--- src/rtl/three_row_reader_pkg.sv ---
// Shared constants and FSM type for the three-row reader and its output FIFO.
// ROWBUF_RD_LAT must match the latency the row-buffer writer side assumes.
package three_row_reader_pkg;

  localparam int unsigned WIDTH_DATA    = 8;
  localparam int unsigned PICTURE_NUM   = 1;
  localparam int unsigned ROWBUF_RD_LAT = 2;

  typedef enum logic [1:0] {
    StIdle,
    StIssue,
    StDrain
  } state_e;

endpackage

--- src/rtl/row3_out_fifo.sv ---
// Synchronous first-word-fall-through FIFO with occupancy count and synchronous flush.
// The output reads as zero while the FIFO is empty.
module row3_out_fifo #(
  parameter int unsigned DEPTH = 4,
  parameter int unsigned WIDTH = 8
) (
  input  logic                     clk,
  input  logic                     rst,
  input  logic                     flush,
  input  logic                     push,
  input  logic [WIDTH-1:0]         push_data,
  input  logic                     pop,
  output logic [WIDTH-1:0]         pop_data,
  output logic [$clog2(DEPTH):0]   count,
  output logic                     empty
);

  localparam int unsigned AW = $clog2(DEPTH);

  logic [WIDTH-1:0] mem_q [DEPTH];
  logic [AW-1:0]    wr_ptr_q, rd_ptr_q;
  logic [AW:0]      count_q;
  logic             do_push, do_pop;

  assign empty    = (count_q == '0);
  assign do_pop   = pop && !empty;
  assign do_push  = push && ((count_q != (AW+1)'(DEPTH)) || do_pop);
  assign count    = count_q;
  assign pop_data = empty ? '0 : mem_q[rd_ptr_q];

  always_ff @(posedge clk) begin
    if (do_push) mem_q[wr_ptr_q] <= push_data;
  end

  always_ff @(posedge clk or negedge rst) begin
    if (!rst) begin
      wr_ptr_q <= '0;
      rd_ptr_q <= '0;
      count_q  <= '0;
    end else if (flush) begin
      wr_ptr_q <= '0;
      rd_ptr_q <= '0;
      count_q  <= '0;
    end else begin
      if (do_push) wr_ptr_q <= wr_ptr_q + AW'(1);
      if (do_pop)  rd_ptr_q <= rd_ptr_q + AW'(1);
      case ({do_push, do_pop})
        2'b10:   count_q <= count_q + (AW+1)'(1);
        2'b01:   count_q <= count_q - (AW+1)'(1);
        default: count_q <= count_q;
      endcase
    end
  end

endmodule

--- src/rtl/three_row_reader.sv ---
// Consumer of the four-RAM row buffer: sweeps the 3-row window column-major and streams
// column vectors to the PE array through a credit-protected FWFT FIFO.
module three_row_reader
  import three_row_reader_pkg::*;
#(
  parameter int unsigned CHANNEL_IN_NUM     = 16,
  parameter int unsigned WIDTH_RAM_SIZE     = 10,
  parameter int unsigned WIDTH_FEATURE_SIZE = 12,
  parameter int unsigned WIDTH_CHANNEL_NUM  = 10,
  parameter int unsigned RD_LAT             = ROWBUF_RD_LAT,
  parameter int unsigned FIFO_DEPTH         = 4,
  localparam int unsigned DW = WIDTH_DATA * PICTURE_NUM * CHANNEL_IN_NUM * 3
) (
  input  logic                          clk,
  input  logic                          rst,
  input  logic                          Next_Reg,
  input  logic                          Start,
  input  logic [WIDTH_FEATURE_SIZE-1:0] Row_Num_After_Padding,
  input  logic [WIDTH_CHANNEL_NUM-1:0]  Channel_In_Num_REG,
  input  logic                          Start_Row,
  output logic                          M_Ready,
  output logic [WIDTH_RAM_SIZE-1:0]     M_Addr,
  input  logic [DW-1:0]                 M_Data,
  output logic [DW-1:0]                 O_Data,
  output logic                          O_Valid,
  input  logic                          O_Ready,
  output logic                          O_Last,
  output logic                          Row_Done,
  output logic                          Layer_Done,
  output logic                          Proto_Err
);

  localparam int unsigned CNT_W    = $clog2(FIFO_DEPTH) + 1;
  localparam int unsigned CT_SHIFT = $clog2(CHANNEL_IN_NUM);

  state_e                        state_q;
  logic [WIDTH_FEATURE_SIZE-1:0] col_q, row_cnt_q;
  logic [WIDTH_CHANNEL_NUM-1:0]  cin_q;
  logic [WIDTH_RAM_SIZE-1:0]     addr_q, out_cnt_q;
  logic [RD_LAT-1:0]             vld_q;
  logic                          m_ready_q, row_done_q, layer_done_q, proto_err_q;

  logic [WIDTH_FEATURE_SIZE-1:0] w;
  logic [WIDTH_CHANNEL_NUM-1:0]  ct_raw, ct;
  logic [WIDTH_RAM_SIZE-1:0]     total;
  logic [CNT_W-1:0]              fifo_count;
  logic                          fifo_empty;
  logic [DW-1:0]                 fifo_data;
  int unsigned                   in_flight;
  logic                          issue, last_issue, accept, last_vec, accept_last, layer_end;

  always_comb begin
    w      = Row_Num_After_Padding;
    ct_raw = Channel_In_Num_REG >> CT_SHIFT;
    ct     = (ct_raw == '0) ? WIDTH_CHANNEL_NUM'(1) : ct_raw;
    total  = WIDTH_RAM_SIZE'(w * ct);
    in_flight = 0;
    for (int i = 0; i < int'(RD_LAT); i++) begin
      if (vld_q[i]) in_flight++;
    end
    // Occupancy plus reads in flight bounds what the FIFO may have to absorb.
    issue       = (state_q == StIssue) && (32'(fifo_count) + in_flight < FIFO_DEPTH);
    last_issue  = issue && (col_q == w - WIDTH_FEATURE_SIZE'(1))
                        && (cin_q == ct - WIDTH_CHANNEL_NUM'(1));
    accept      = !fifo_empty && O_Ready;
    last_vec    = !fifo_empty && (out_cnt_q == total - WIDTH_RAM_SIZE'(1));
    accept_last = accept && last_vec;
    layer_end   = (row_cnt_q + WIDTH_FEATURE_SIZE'(1)) == (w - WIDTH_FEATURE_SIZE'(2));
  end

  always_ff @(posedge clk or negedge rst) begin
    if (!rst) begin
      state_q      <= StIdle;
      col_q        <= '0;
      cin_q        <= '0;
      addr_q       <= '0;
      out_cnt_q    <= '0;
      row_cnt_q    <= '0;
      vld_q        <= '0;
      m_ready_q    <= 1'b0;
      row_done_q   <= 1'b0;
      layer_done_q <= 1'b0;
      proto_err_q  <= 1'b0;
    end else if (Next_Reg) begin
      state_q      <= StIdle;
      col_q        <= '0;
      cin_q        <= '0;
      addr_q       <= '0;
      out_cnt_q    <= '0;
      row_cnt_q    <= '0;
      vld_q        <= '0;
      m_ready_q    <= 1'b0;
      row_done_q   <= 1'b0;
      layer_done_q <= 1'b0;
      proto_err_q  <= 1'b0;
    end else begin
      vld_q        <= RD_LAT'({vld_q, issue});
      row_done_q   <= accept_last;
      layer_done_q <= accept_last && layer_end;
      if (accept) out_cnt_q <= accept_last ? '0 : out_cnt_q + WIDTH_RAM_SIZE'(1);
      if (Start) begin
        row_cnt_q <= '0;
      end else if (accept_last) begin
        row_cnt_q <= layer_end ? '0 : row_cnt_q + WIDTH_FEATURE_SIZE'(1);
      end
      unique case (state_q)
        StIdle: begin
          addr_q <= '0;
          if (Start_Row) begin
            state_q   <= StIssue;
            m_ready_q <= 1'b1;
            col_q     <= '0;
            cin_q     <= '0;
          end
        end
        StIssue: begin
          if (Start_Row) proto_err_q <= 1'b1;
          if (last_issue) begin
            state_q <= StDrain;
            addr_q  <= '0;
            col_q   <= '0;
            cin_q   <= '0;
          end else if (issue) begin
            addr_q <= addr_q + WIDTH_RAM_SIZE'(1);
            if (cin_q == ct - WIDTH_CHANNEL_NUM'(1)) begin
              cin_q <= '0;
              col_q <= col_q + WIDTH_FEATURE_SIZE'(1);
            end else begin
              cin_q <= cin_q + WIDTH_CHANNEL_NUM'(1);
            end
          end
        end
        StDrain: begin
          if (Start_Row) proto_err_q <= 1'b1;
          // Hold the window until every vector of this row has left the FIFO.
          if ((vld_q == '0) && fifo_empty) begin
            state_q   <= StIdle;
            m_ready_q <= 1'b0;
          end
        end
        default: state_q <= StIdle;
      endcase
    end
  end

  row3_out_fifo #(
    .DEPTH (FIFO_DEPTH),
    .WIDTH (DW)
  ) u_fifo (
    .clk       (clk),
    .rst       (rst),
    .flush     (Next_Reg),
    .push      (vld_q[RD_LAT-1]),
    .push_data (M_Data),
    .pop       (O_Ready),
    .pop_data  (fifo_data),
    .count     (fifo_count),
    .empty     (fifo_empty)
  );

  assign M_Ready    = m_ready_q;
  assign M_Addr     = addr_q;
  assign O_Data     = fifo_data;
  assign O_Valid    = !fifo_empty;
  assign O_Last     = last_vec;
  assign Row_Done   = row_done_q;
  assign Layer_Done = layer_done_q;
  assign Proto_Err  = proto_err_q;

endmodule

--- config.mk ---
export PLATFORM = sky130hd
export DESIGN_NAME = three_row_reader
export DESIGN_NICKNAME = d
export VERILOG_FILES = /design/src/rtl/three_row_reader_pkg.sv /design/src/rtl/row3_out_fifo.sv /design/src/rtl/three_row_reader.sv
export SDC_FILE = /design/constraint.sdc
export NUM_CORES = 1
export LEC_CHECK = 0
export BUFFER_PORTS_ARGS = -buffer_cell sky130_fd_sc_hd__buf_4
export CAP_MARGIN = 30
export CORE_MARGIN = 1
export CORE_UTILIZATION = 40
export DETAILED_ROUTE_END_ITERATION = 8
export SETUP_SLACK_MARGIN = 0.05
export SLEW_MARGIN = 20
export SYNTH_ARGS = -nofsm -noshare
export SYNTH_HDL_FRONTEND = slang
export SYNTH_SLANG_ARGS = --single-unit
--- constraint.sdc ---
create_clock -name clk -period 18.5 [get_ports clk]
set_clock_uncertainty 0.2 [all_clocks]
set_input_delay 3.7 -clock clk [delete_from_list [all_inputs] [get_ports clk]]
set_output_delay 3.7 -clock clk [all_outputs]
set_load 0.02 [all_outputs]
==> impl_metrics.py <==
metrics = {
    "yosys": {
        "synth_cell_types": 66,
        "netlist_top_cells_area": "edfxtp_1, mux4_2, and2_1",
        "synth_top_area_frac": 0.722,
        "ys_async_sr_fraction": 0.0430,
        "yosysWarningCount": 0,
        "synth-edff-count": 1536,
        "synth_commonest_cells": "edfxtp_1, and2_1, mux4_2, clkbuf_1, nand2_1",
        "ys_ff_latch": 1605,
        "yosysSeqAreaShare": 0.749,
        "syn-cell-area_um2": 63900,
        "ys.flop_type": "edfxtp_1",
        "syn_inst": 3155,
        "syn_area_per_cell_um2": 20.3,
        "yosysTopAreaCell": "edfxtp_1",
        "synth.most_common_cell": "edfxtp_1",
        "syn_nets": 3628,
    },
    "route": {
        "final_antenna_net_count": 0,
        "vias": 31900,
        "wl_um": 151000,
        "drt-initial-drc-count": 1834,
        "vias_per_cell": 5.12,
        "wl_per_cell_um": 24.2,
        "drc": 0,
        "dr.pass1.iters": 5,
    },
    "global_routing": {
        "grt_max_degree": 177,
        "grt_pass1_vias": 33300,
        "grt_overflow": 0,
        "grt_pass1_wl_um": 221000,
        "antenna_found_initial": 33,
        "grt_use_total": 0.185,
    },
    "critical_path": {
        "path_cells": "buf_4, nand2_1, fa_1, fa_1, fa_1, inv_1, fa_1, ha_1, xor2_1, o2111ai_1, a211oi_1, nand4b_1, nor4_1, nand2_1, inv_1, buf_4",
        "crit-reg2reg-launch": "u_fifo.count[2]",
        "crit_top_cell": "fa_1",
        "reg2reg_depth": 7,
        "cp.required_ns": 14.60,
        "max_stage_delay_ns": 0.56,
        "start_kind": "primary input",
        "cp_slowest_cell": "fa_1",
        "path_buf_inv": 4,
        "crit_start": "Row_Num_After_Padding[5]",
        "crit_arrival_ns": 8.55,
        "path_delay_family": "adder cells",
        "ff2ff_setup_slack_ns": 14.21,
        "critPathCaptureType": "primary output",
        "reg2reg_to": "u_fifo.mem_q[1][336]",
        "cp.depth": 16,
        "critPathKind": "primary input to primary output",
        "endpoint": "O_Last",
        "crit_fanout": 13,
    },
    "flow_run": {
        "maxCapViolations": 0,
    },
    "die": {
        "dieArea_um2": 161000,
        "pin_count": 812,
        "start_util": 0.403,
        "die_w_um": 402,
        "die_h_um": 402,
        "core_area_um2": 158000,
        "rows": 146,
    },
    "sta": {
        "grt_setup_unrepaired": "no",
        "holdWs_ns": 0.301,
        "drv_slew": 0,
        "setup-tns-final_ns": 0,
        "period_share": 0.673,
        "slew_headroom": 0.317,
        "setup_viol": 0,
        "worst_slack_ns": 6.05,
        "tightest_slew_ns": 1.02,
        "clock.fmax_ghz": 0.0803,
        "finalHoldViolCount": 0,
        "min_period_ns": 12.45,
    },
    "clock_network": {
        "cts_hold_buf": 0,
        "cts_buffers": 169,
        "cts.root.buffer_cell": "clkbuf_16",
        "tritoncts": "yes",
        "clkSinkCount": 1605,
        "clk_path_buf_depth": 3,
        "path_clk_slew_ns": 0.06,
        "cts_resized": 0,
        "htreeDepth": 4,
        "clk_latency_ns": 0.75,
        "post-cts-setup-buffers": 0,
    },
    "pwr": {
        "intPower_mw": 7.05,
        "p_sw_mw": 2.98,
        "leakage_nw": 26.5,
        "seq_power_share": 0.412,
        "clockPowerShare": 0.326,
        "switching_share": 0.297,
        "power_frac_comb": 0.262,
        "ir_worst_vdd_mv": 0.139,
        "pwr_density_cell_nw_per_um2": 129,
    },
    "layout": {
        "drive_above_1_share": 0.357,
        "areaGrowthSynthToFinish_pct": 21.9,
        "layout.cells.non_filler": 6234,
        "fin_nets": 4483,
        "finalCoreUtilization": 0.492,
    },
    "placement": {
        "placed_cells": 5908,
        "preCtsSetupSlack_ns": 6.04,
        "port_buffers": 807,
        "dpl.hpwl_um": 93000,
        "gp_congestion": 0.772,
    },
    "worst_hold_path": {
        "hold_class": "flop to flop",
    },
    "status": {
        "status": "finished, final reports clean",
    },
}
[cell usage in the layout, fill, tap and decap left out, types with 6 or more instances in the layout]
cell	count
a21oi_1	24
a2bb2oi_1	8
a31oi_1	8
and2_1	395
and3_1	16
buf_12	10
buf_4	831
bufinv_16	9
clkbuf_1	41
clkbuf_16	171
clkinv_1	36
clkinv_16	8
clkinv_2	27
clkinvlp_4	8
dfrtp_1	67
diode_2	13
edfxtp_1	1536
fa_1	24
ha_1	37
inv_1	43
mux2i_1	16
mux4_2	384
nand2_1	81
nand2b_1	12
nand3_1	44
nand4_1	18
nor2_1	56
nor3_1	11
nor4_1	8
o21ai_0	25
or2_2	6
or3_1	6
xnor2_1	55
xor2_1	41
[logic make-up after synthesis]
kind of cell | after synthesis | synth area share
mux | 400 | 0.138
fa+ha+maj | 61 | 0.0148
simple gates | 684 | 0.0613
buf+inv | 206 | 0.0126
xor+xnor | 98 | 0.0139
flops | 1605 | 0.749
compound gates | 101 | 0.0107
[power groups by stage]
| stage | Clock, mW | Combinational, mW | Sequential [mW] |
|---|---|---|---|
| finish | 3.26 | 2.63 | 4.13 |
| floorplan | 0 | 1.54 | 4.23 |
| global route | 3.48 | 2.81 | 4.14 |
| detailed placement | 0 | 2.69 | 4.21 |
| global placement | 0 | 2.69 | 4.20 |
| CTS | 3.35 | 2.69 | 4.13 |
[layer usage]
metal	routed length, um	vias up	track usage
li1	-	14300	-
met2	76700	796	0.308
met4	4170	40	0.0624
met3	11200	243	0.0641
met1	58500	16600	0.224
met5	271	-	0
[area by class of cell]
| class | count | area, um2 |
|---|---|---|
| Clock buffer | 213 | 4450 |
| Inverter | 44 | 173 |
| Tap cell | 2072 | 2590 |
| Multi-Input combinational cell | 1344 | 15200 |
| Antenna cell | 13 | 32.5 |
| Clock inverter | 97 | 971 |
| Timing Repair Buffer | 846 | 6580 |
| Sequential cell | 1605 | 47900 |
| Fill cell | 13000 | 80500 |
[state kept, by name (all words and copies together) (netlist names)]
name             count
u_fifo.mem_q      1536
col_q               12
row_cnt_q           12
M_Addr              10
cin_q               10
out_cnt_q           10
u_fifo.count         3
state_q              2
u_fifo.rd_ptr_q      2
u_fifo.wr_ptr_q      2
vld_q                2
Layer_Done           1
M_Ready              1
Proto_Err            1
Row_Done             1
[through the flow]
step | power (mW) | cell area, um2
2_1_floorplan | 5.77 | 63900
3_3_place_gp | 6.89 | 72300
3_5_place_dp | 6.89 | 72400
4_1_cts | 10.2 | 77800
5_1_grt | 10.4 | 77900
6_report | 10.0 | 77900
[worst min path at each step]
stage                  startpoint             to  slack (ns)  cells past startpoint
CTS                 row_cnt_q[11]  row_cnt_q[11]        0.30                      1
finish              row_cnt_q[11]  row_cnt_q[11]        0.30                      1
global route        row_cnt_q[11]  row_cnt_q[11]        0.33                      1
detailed placement  row_cnt_q[11]  row_cnt_q[11]        0.30                      1
global placement    row_cnt_q[11]  row_cnt_q[11]        0.29                      1
floorplan           row_cnt_q[11]  row_cnt_q[11]        0.27                      1
No activity file was read; power rests on OpenSTA's default activity.
